File: config.mk
export PLATFORM = sky130hd
export DESIGN_NAME = nrisc_control
export DESIGN_NICKNAME = d
export VERILOG_FILES = /design/src/rtl/nrisc_pkg.sv /design/src/rtl/nrisc_decode.sv /design/src/rtl/nrisc_control.sv
export SDC_FILE = /design/constraint.sdc
export NUM_CORES = 1
export LEC_CHECK = 0
export CORE_AREA = 2 2 41 43
export DETAILED_ROUTE_END_ITERATION = 7
export DIE_AREA = 0 0 43 45
export PLACE_DENSITY = 0.77
export SYNTH_ARGS = -nofsm -noshare
export SYNTH_HDL_FRONTEND = slang
export SYNTH_HIERARCHICAL = 1
export SYNTH_SLANG_ARGS = --single-unit
File: constraint.sdc
create_clock -name c -period 2.14 [get_ports c]
set_clock_uncertainty 0.05 [all_clocks]
set_input_delay 0.535 -clock c [delete_from_list [all_inputs] [get_ports c]]
set_output_delay 0.535 -clock c [all_outputs]
set_load 0.02 [all_outputs]
File: src/rtl/nrisc_pkg.sv
// nrisc_pkg: shared definitions for the nrisc 8-bit core control path.
//   - OPCODE_W        : width of the opcode field instr[7:4]
//   - MEMORY_OFFSET   : program memory base address, shared with the PC block
//   - TRAP_VECTOR     : PC value loaded on an illegal opcode; the PC block
//                       selects it when the controller raises pc_src
//   - OP_*            : opcode encodings
//   - state_t         : controller state encoding (visible on state_dbg)
//   - instr_class_t   : decoded instruction class flags
package nrisc_pkg;

  localparam int unsigned OPCODE_W = 4;

  localparam logic [7:0] MEMORY_OFFSET = 8'b11001000;
  localparam logic [7:0] TRAP_VECTOR   = MEMORY_OFFSET;

  localparam logic [OPCODE_W-1:0] OP_NOP   = 4'h0;
  localparam logic [OPCODE_W-1:0] OP_LOAD  = 4'h8;
  localparam logic [OPCODE_W-1:0] OP_STORE = 4'h9;
  localparam logic [OPCODE_W-1:0] OP_JMP   = 4'hA;
  localparam logic [OPCODE_W-1:0] OP_BEQZ  = 4'hB;
  localparam logic [OPCODE_W-1:0] OP_BNEZ  = 4'hC;
  localparam logic [OPCODE_W-1:0] OP_ILL_D = 4'hD;
  localparam logic [OPCODE_W-1:0] OP_ILL_E = 4'hE;
  localparam logic [OPCODE_W-1:0] OP_HALT  = 4'hF;

  typedef enum logic [2:0] {
    S_FETCH  = 3'd0,
    S_DECODE = 3'd1,
    S_EXEC   = 3'd2,
    S_MEM    = 3'd3,
    S_WB     = 3'd4,
    S_BRANCH = 3'd5,
    S_HALTED = 3'd6,
    S_TRAP   = 3'd7
  } state_t;

  typedef struct packed {
    logic alu;
    logic load;
    logic store;
    logic jmp;
    logic beqz;
    logic bnez;
    logic halt;
    logic illegal;
  } instr_class_t;

endpackage

File: src/rtl/nrisc_decode.sv
// nrisc_decode: combinational opcode -> instruction class decoder.
//   opcode : in  OPCODE_W  opcode field of the instruction register
//   cls    : out           one-hot class flags (all zero for NOP)
module nrisc_decode
  import nrisc_pkg::*;
(
  input  logic [OPCODE_W-1:0] opcode,
  output instr_class_t        cls
);

  always_comb begin
    cls = '0;
    case (opcode)
      OP_NOP:             ;
      OP_LOAD:            cls.load    = 1'b1;
      OP_STORE:           cls.store   = 1'b1;
      OP_JMP:             cls.jmp     = 1'b1;
      OP_BEQZ:            cls.beqz    = 1'b1;
      OP_BNEZ:            cls.bnez    = 1'b1;
      OP_ILL_D, OP_ILL_E: cls.illegal = 1'b1;
      OP_HALT:            cls.halt    = 1'b1;
      default:            cls.alu     = 1'b1;  // opcodes 1..7
    endcase
  end

endmodule

File: src/rtl/nrisc_control.sv
// nrisc_control: multicycle control FSM for the nrisc 8-bit core.
// Sequences PC, instruction register, memory and register file.
// Build option: NRISC_CTRL_ILLEGAL_TRAP_EN routes opcodes D/E to TRAP
// (PC loads TRAP_VECTOR); otherwise they retire like NOP.
// Ports:
//   c            in   clock, rising edge
//   rst_n        in   asynchronous active-low reset
//   opcode       in   opcode field, sampled only in DECODE
//   zero         in   ALU zero flag, valid in DECODE
//   mem_ready    in   memory transfer completes when sampled high
//   resume       in   leaves HALTED
//   EscPC        out  PC load enable
//   halt         out  PC hold (low = PC advances/loads this edge)
//   pc_src       out  overridePC select: 0 datapath target, 1 TRAP_VECTOR
//   ir_write     out  instruction register load
//   mem_read     out  memory read request
//   mem_write    out  memory write request
//   mem_addr_sel out  0 = PC address, 1 = ALU address
//   alu_op       out  ALU function (opcode[2:0]) in EXEC
//   reg_write    out  register file write
//   wb_sel       out  writeback source: 0 ALU, 1 memory
//   halted       out  high in HALTED
//   state_dbg    out  current state encoding
module nrisc_control
  import nrisc_pkg::*;
(
  input  logic                c,
  input  logic                rst_n,
  input  logic [OPCODE_W-1:0] opcode,
  input  logic                zero,
  input  logic                mem_ready,
  input  logic                resume,
  output logic                EscPC,
  output logic                halt,
  output logic                pc_src,
  output logic                ir_write,
  output logic                mem_read,
  output logic                mem_write,
  output logic                mem_addr_sel,
  output logic [2:0]          alu_op,
  output logic                reg_write,
  output logic                wb_sel,
  output logic                halted,
  output logic [2:0]          state_dbg
);

  state_t       state;
  instr_class_t cls;
  // Opcode-derived information captured in DECODE, so later opcode
  // changes cannot disturb an instruction already in flight.
  logic [2:0]   alu_op_q;
  logic         load_q;

  nrisc_decode u_decode (
    .opcode (opcode),
    .cls    (cls)
  );

  always_ff @(posedge c or negedge rst_n) begin
    if (!rst_n) begin
      state    <= S_FETCH;
      alu_op_q <= '0;
      load_q   <= 1'b0;
    end else begin
      case (state)
        S_FETCH:
          if (mem_ready) state <= S_DECODE;
        S_DECODE: begin
          alu_op_q <= opcode[2:0];
          load_q   <= cls.load;
          if (cls.alu)                   state <= S_EXEC;
          else if (cls.load | cls.store) state <= S_MEM;
          else if (cls.jmp)              state <= S_BRANCH;
          else if (cls.beqz)             state <= zero ? S_BRANCH : S_FETCH;
          else if (cls.bnez)             state <= zero ? S_FETCH : S_BRANCH;
          else if (cls.halt)             state <= S_HALTED;
          else if (cls.illegal) begin
`ifdef NRISC_CTRL_ILLEGAL_TRAP_EN
            state <= S_TRAP;
`else
            state <= S_FETCH;
`endif
          end else                       state <= S_FETCH;
        end
        S_EXEC:   state <= S_WB;
        S_MEM:
          if (mem_ready) state <= load_q ? S_WB : S_FETCH;
        S_WB:     state <= S_FETCH;
        S_BRANCH: state <= S_FETCH;
        S_HALTED:
          if (resume) state <= S_FETCH;
        S_TRAP:   state <= S_FETCH;
        default:  state <= S_FETCH;
      endcase
    end
  end

  // Outputs decode the state directly; rst_n gates them so a reset
  // asserted mid-access drops the memory request without a clock edge.
  always_comb begin
    EscPC        = 1'b0;
    halt         = 1'b1;
    pc_src       = 1'b0;
    ir_write     = 1'b0;
    mem_read     = 1'b0;
    mem_write    = 1'b0;
    mem_addr_sel = 1'b0;
    alu_op       = '0;
    reg_write    = 1'b0;
    wb_sel       = 1'b0;
    halted       = 1'b0;
    state_dbg    = state;
    if (rst_n) begin
      case (state)
        S_FETCH: begin
          mem_read = 1'b1;
          if (mem_ready) begin
            ir_write = 1'b1;
            halt     = 1'b0;
          end
        end
        S_EXEC:   alu_op = alu_op_q;
        S_MEM: begin
          mem_addr_sel = 1'b1;
          mem_read     = load_q;
          mem_write    = !load_q;
        end
        S_WB: begin
          reg_write = 1'b1;
          wb_sel    = load_q;
        end
        S_BRANCH: begin
          EscPC = 1'b1;
          halt  = 1'b0;
        end
        S_HALTED: halted = 1'b1;
        S_TRAP: begin
          EscPC  = 1'b1;
          halt   = 1'b0;
          pc_src = 1'b1;
        end
        default: ;
      endcase
    end
  end

endmodule

### Yosys cells after proc, flatten, opt, wreduce, memory -nomap -nowiden

Index checks and enable logic that the tools add are counted.

| storage, ports and cells | value |
|---|---|
| bits of input ports | 9 |
| bits in registers | 7 |

| cells by class | value |
|---|---|
| equal/unequal tests | 18 |
| bitwise logic cells | 1 |
| reduce and logical (&&, ||, !) cells | 7 |
| mux-type cells | 43 |

Operators by type and width:

| operator | number |
|---|---|
| $mux 3 | 14 |
| $eq 4x4->1 const B | 8 |
| $mux 1 | 26 |
| $pmux 3 s6 | 1 |
| $eq 3x3->1 const B | 4 |
| $reduce_or 9->1 | 1 |
| $eq 3x2->1 const B | 2 |
| $ne 2x2->1 const B | 3 |
| $logic_not 4->1 | 1 |
| $pmux 1 s2 | 2 |
| $eq 3x1->1 const B | 1 |
| $logic_not 3->1 | 1 |
| $reduce_and 3->1 | 1 |
| $reduce_or 3->1 | 1 |
| $reduce_or 2->1 | 1 |
| $logic_not 1->1 | 1 |
| $or 1x1->1 | 1 |

### Depth between registers and ports, before layout

Gate-level depths: netlist of the first run.

| depth | value |
|---|---|
| depth in word-level cells | 9 |
| gate-level depth with buffers | 5 |
| mapped depth without buffers | 5 |

### Hierarchy

The synthesis of the first run kept the hierarchy.

Modules (own cells, without submodules):

| module | cells an instance | instances | area an instance (µm²) | seq. area each (µm²) |
|---|---|---|---|---|
| nrisc_control | 57 | 1 | 538.0 | 175.2 |
| nrisc_decode | 14 | 1 | 71.3 | 0.0 |

### Worst setup path before layout of the first run

No wires, ideal clock.

| timing | value |
|---|---|
| kind | flip-flop to output port |
| from | register state[0], in the netlist state_dbg[0] |
| to | output halt |
| data required time | 1.555 ns |
| cell stages (with the launch flop) | 4 |
| slack | 0.233 ns |
| buffers on the path | 1 |
| arrival time | 1.322 ns |
| path through | dfrtp_1 -> clkbuf_8 -> and2_1 -> o21ai_0 |

| on the way | value |
|---|---|
| cells in the longest elaborated chain, start to end | 4 |
| elaborated cells between the ends (all ways) | 6 |
| those cells by class | eq/ne (2); mux (2); reduce/logical (2) |

RTL lines:

| what | RTL line | source |
|---|---|---|
| from (decl) | nrisc_control.sv:47 | `state_t state;` |
| from (signal assigned) | nrisc_control.sv:74 | `else if (cls.beqz) state <= zero ? S_BRANCH : S_FETCH;` |
| from (signal assigned) | nrisc_control.sv:75 | `else if (cls.bnez) state <= zero ? S_FETCH : S_BRANCH;` |
| from (signal assigned) | nrisc_control.sv:87 | `if (mem_ready) state <= load_q ? S_WB : S_FETCH;` |
| $eq 3x3->1 | nrisc_control.sv:114 | `case (state)` |
| $reduce_or 2->1 (no source line) | n/a |  |
| $pmux 1 s2 (*) | nrisc_control.sv:114 |  |
| $mux 1 (*) | nrisc_control.sv:113 | `if (rst_n) begin` |
| to (decl) | nrisc_control.sv:34 | `output logic halt,` |

Mark *: on every way between the ends. The rest lies on a longest branch, timed or not.

### Final worst setup path of the first run

| timing | value |
|---|---|
| from | register state[1], in the netlist state_dbg[1] |
| to | output wb_sel |

| on the way | value |
|---|---|
| cells in the longest elaborated chain, start to end | 3 |

RTL lines:

| what | RTL line | source |
|---|---|---|
| $eq 3x3->1 | nrisc_control.sv:114 |  |
| $mux 1 | nrisc_control.sv:114 |  |
| $mux 1 | nrisc_control.sv:113 |  |
| to (decl) | nrisc_control.sv:42 | `output logic wb_sel,` |

Every way passes these cells.

==> run summary, run 1 <==
Routed wire length: 1.53 mm
Final Max Slew Viols: 0
Max incr delay on CP: 0.47 ns
Fill count: 133
I/O Buffers: 24
Num CTS Buffers: 3
Dpl cells: 115
Syn Nets: 79
H-tree depth: 1
# clock sinks: 7
Gate Count Post-Synth: 70
Via Count: 637
Initial antenna violation count: 0
CTS tree: done
CP Class: register to primary output
CP Capture Type: primary output
Multi-input logic area: 407 um2
Global-route wire length before repair: 2.53 mm
Status: finished, final reports clean
Worst reg2reg endpoint: alu_op_q[0]
Clock slew at reported path FFs: 0.05 ns
Post-Syn Area: 601 um2
Flip-flop and latch area: 178 um2
Initial Util: 40.8%
Final Hold Fails: 0
Relative slew margins: 73.4%
# diodes: 0
# Max-Cap Violations: 0
Via/cell ratio: 5.35
Total track usage: 17.5%
Nets: 113
Post-DP HPWL: 1.22 mm
YS warnings: 6
Final min period: 2.06 ns
Final ANT Viol Nets: 0
Final period utilization: 96.2%
Root buffer cell: clkbuf_4
DRC Markers: 0
Detailed Route Iter0 Violations: 12
Num rows: 14
Synth Area per Inst: 8.58 um2
RD Place Congestion: 0.745
Congestion Overflow GR: 0
Vias in the first global route: 590
R2R depth: 5
Clk buf depth: 2
R2r setup slk: 0.60 ns
Skew-Pair Late Insertion Delay: 0.25 ns
Layout cells sized above 1: 29.1%
Crit path DAT: 1.47 ns
Largest net degree at the start of global routing: 10
Max VDD drop: 498 uV
Setup crit start kind: register
Cell Chain, Critical Path: nor2_1 -> and3_1 -> and2_1 -> clkdlybuf4s15_1
Area Growth Syn to Fin: 50.0%
Core region area: 1470 um2
Buf/Inv on CP: 1
Die area: 1940 um2
IO Pins: 25
Least-Margin Pin Slew: 0.389 ns
RSZ-0062 raised after global routing: yes
Post-layout util: 61.2%
CTS hold repair buffers: 0
Crit-path slowest cell: dfrtp_1
CP required: 1.55 ns
Non-filler cells in the finished layout: 119
DR WL/cell: 12.8 um
FMAX: 486 MHz
Final setup fails: 0
Die height: 45 um
Die Span X: 43 um
Crit-path max FO: 8
Top delay family on crit path: flip-flops
LEAKAGE: 0.419 nW
FF-to-FF Start: state_dbg[0]
Min-Delay Path Class: input pin to async pin
DRT Pass-1 Iters: 4
PwrDens: 1140 nW/um2
cells in the final DEF (no fill, tap or decap), types with 4 or more instances in the layout:
| cell | count |
|---|---|
| dfrtp_1 | 5 |
| dlygate4sd2_1 | 5 |
| mux2_2 | 4 |
| and3_1 | 6 |
| nor2_1 | 11 |
| nor3_1 | 5 |
| nand2_1 | 4 |
| clkdlybuf4s50_1 | 9 |
| buf_4 | 8 |
| and2_1 | 4 |
| clkbuf_2 | 5 |
power breakdown:
group	leakage, nW	internal, W	switching, W	total (W)
clock	0.0150	0.0000710	0.0000463	0.000117
combinational	0.318	0.000316	0.000302	0.000618
sequential	0.0853	0.000201	0.0000931	0.000294
total	0.419	0.000587	0.000442	0.00103
worst register-to-register path: stages (launching register included):
cell      delay [ns]
dfrtp_2         0.45
buf_4           0.18
nand2b_2        0.08
buf_4           0.15
nor2_4          0.15
mux2_2          0.36
what timing repair did:
action                                  CTS  global route
endpoints found under the setup margin   13            11
setup buffers                             0             0
gates resized for setup                  23            15
pin swaps                                 0             0
stage by stage:
stage,setup slack (ns),instance area (um2),setup TNS [ns],total power (W),hold slack [ns]
after detailed placement,-0.542,891,-6.24,0.000919,0.444
after floorplan,0.233,601,0,0.000680,0.189
final,0.0803,901,0,0.00103,0.213
after global placement,-0.499,891,-5.75,0.000903,0.433
after CTS,0.00826,907,0,0.00102,0.408
after global routing,-0.0184,901,-0.0184,0.00109,0.237
worst max path at each step:
stage	start	endpoint	depth (start not counted)
global route	state_dbg[1]	wb_sel	4
global placement	rst_n	alu_op[0]	4
floorplan	state_dbg[0]	halt	3
CTS	mem_ready	ir_write	3
finish	state_dbg[1]	wb_sel	4
detailed placement	rst_n	alu_op[0]	4
registers in the layout, summed over array words and instances, names as in the netlist:
register / flops
alu_op_q: 3
state_dbg: 3
load_q: 1
metal layers:
layer	wire length (um)	track usage (%)
met1	670	19.8
met2	744	31.5
met3	83	2.40
met4	27	10.3
met5	0	0
area by class of cell:
type                            count  area share (%)
Inverter                            1           0.417
Multi-Input combinational cell     59            45.1
Timing Repair Buffer               32            29.6
Sequential cell                     7            19.7
Tap cell                           16            2.22
Clock buffer                        4            2.92
Power figures use the tool's default switching activity.
==> inputs of run 2 (changes only) <==
RECOVER_POWER = 25   (was default)
==> run summary, run 2 (synthesis results as in run 1) <==
Relative slew margins: 73.4% (unchanged)
# Max-Cap Violations: 0 (unchanged)
Max VDD drop: 498 uV (about the same)
Post-DP HPWL: 1.22 mm (unchanged)
Final Max Slew Viols: 0 (unchanged)
Nets: 113 (unchanged)
# clock sinks: 7 (unchanged)
Fin area: 897 um2 (-0.42%)
Die Span X: 43 um (unchanged)
Final ANT Viol Nets: 0 (unchanged)
Num rows: 14 (unchanged)
CP Capture Type: primary output
# diodes: 0 (unchanged)
Area Growth Syn to Fin: 49.4%
LEAKAGE: 0.415 nW (-0.87%)
DRT Pass-1 Iters: 4 (unchanged)
Min-Delay Path Class: input pin to async pin
Via/cell ratio: 5.36 (+0.16%)
FF-to-FF Start: state_dbg[0]
DR WL/cell: 12.8 um (-0.13%)
Final Hold Fails: 0 (unchanged)
Status: finished, final reports clean
Setup Fix Bufs, Post-CTS: 0 (unchanged)
Final setup fails: 0 (unchanged)
Die height: 45 um (unchanged)
Layout cells sized above 1: 28.2% (-0.97 points)
Skew-Pair Late Insertion Delay: 0.25 ns (about the same)
PwrDens: 1150 nW/um2 (+0.31%)
Num CTS Buffers: 3 (unchanged)
Routed wire length: 1.52 mm (-0.13%)
R2R depth: 5 (unchanged)
Crit-path max FO: 8 (unchanged)
Setup crit start kind: register
Commonest non-fill, non-tap cells in the layout: 11 x nor2_1, 9 x clkdlybuf4s50_1, 7 x buf_4
CP Class: register to primary output
TNS Setup: 0 ns (unchanged)
Die area: 1940 um2 (unchanged)
Least-Margin Pin Slew: 0.389 ns (unchanged)
Final period utilization: 96.2% (unchanged)
H-tree depth: 1 (unchanged)
Total track usage: 17.5% (unchanged)
Global-route wire length before repair: 2.53 mm (unchanged)
Hold WS: 0.215 ns (+0.00235 ns)
Final min period: 2.06 ns (unchanged)
RSZ-0062 raised after global routing: yes
Detailed Route Iter0 Violations: 12 (unchanged)
Placed cell area: 891 um2 (unchanged)
R2r setup slk: 0.60 ns (about the same)
Clock slew at reported path FFs: 0.05 ns (about the same)
Congestion Overflow GR: 0 (unchanged)
Clk buf depth: 2 (unchanged)
CP required: 1.55 ns (about the same)
Crit path DAT: 1.47 ns (about the same)
Initial Util: 40.8% (unchanged)
RD Place Congestion: 0.745 (unchanged)
Largest net degree at the start of global routing: 10 (unchanged)
Root buffer cell: clkbuf_4
Vias in the first global route: 590 (unchanged)
Initial antenna violation count: 0 (unchanged)
Via Count: 638 (+0.16%)
FMAX: 486 MHz (unchanged)
Core region area: 1470 um2 (unchanged)
Commonest non-fill, non-tap cell in the layout: nor2_1
Worst reg2reg endpoint: alu_op_q[0]
I/O Buffers: 24 (unchanged)
CTS tree: done
IO Pins: 25 (unchanged)
Tot Pwr: 0.00103 W (-0.10%)
DRC Markers: 0 (unchanged)
[run 2: changes by cell type in the layout (fill, tap and decap cells not counted)]
cell	change
clkbuf_1	+1
buf_4	-1
[run 2: how the worst max path moves through the flow]
| stage | start | depth (start not counted) | endpoint |
|---|---|---|---|
| 3_3_place_gp | rst_n | 4 | alu_op[0] |
| 6_report | state_dbg[1] | 4 | wb_sel |
| 4_1_cts | mem_ready | 3 | ir_write |
| 5_1_grt | state_dbg[1] | 4 | wb_sel |
| 2_1_floorplan | state_dbg[0] | 3 | halt |
| 3_5_place_dp | rst_n | 4 | alu_op[0] |
[run 2: area by class of cell]
cell class | instances | area, um2
multi-input combinational | 59 | 407
fill | 133 | 574
inverter | 1 | 3.75
clock buffer | 4 | 26.3
timing repair buffer | 32 | 263
tap | 16 | 20.0
sequential | 7 | 178
[run 2: report_power, final]
group	switching [W]	leakage (nW)	internal, W
logic	0.000302	0.315	0.000315
clock network	0.0000463	0.0150	0.0000710
registers	0.0000928	0.0853	0.000201
[run 2: what timing repair did]
item,in CTS,in global routing
hold buffers,0,0
pin swaps,0,0
endpoints found under the setup margin,13,11
gates resized for setup,23,15
gates cloned,0,0
[run 2: metal layers]
| metal | vias to the layer above | track usage (%) | wire (um) |
|---|---|---|---|
| met3 | 4 | 2.40 | 83 |
| met1 | 293 | 19.8 | 669 |
| met2 | 19 | 31.5 | 743 |
| met4 | 0 | 10.3 | 27 |
| li1 | 322 | - | - |
| met5 | - | 0 | 0 |
[run 2: per-stage QoR]
| stage | cells | setup WS, ns | util [%] |
|---|---|---|---|
| after global placement | 115 | -0.499 | 60.5 |
| after floorplan | 70 | 0.233 | - |
| final | 119 | 0.0803 | 61.0 |
| after CTS | 119 | 0.00826 | 61.6 |
| after detailed placement | 115 | -0.542 | 60.5 |
| after global routing | 119 | -0.0184 | 61.0 |
[run 2: worst max-delay path, stage by stage, from the launching register on]
cell             delay [ns]
dfrtp_1                0.47
nor2_1                 0.15
and3_1                 0.18
and2_1                 0.12
clkdlybuf4s15_1        0.30
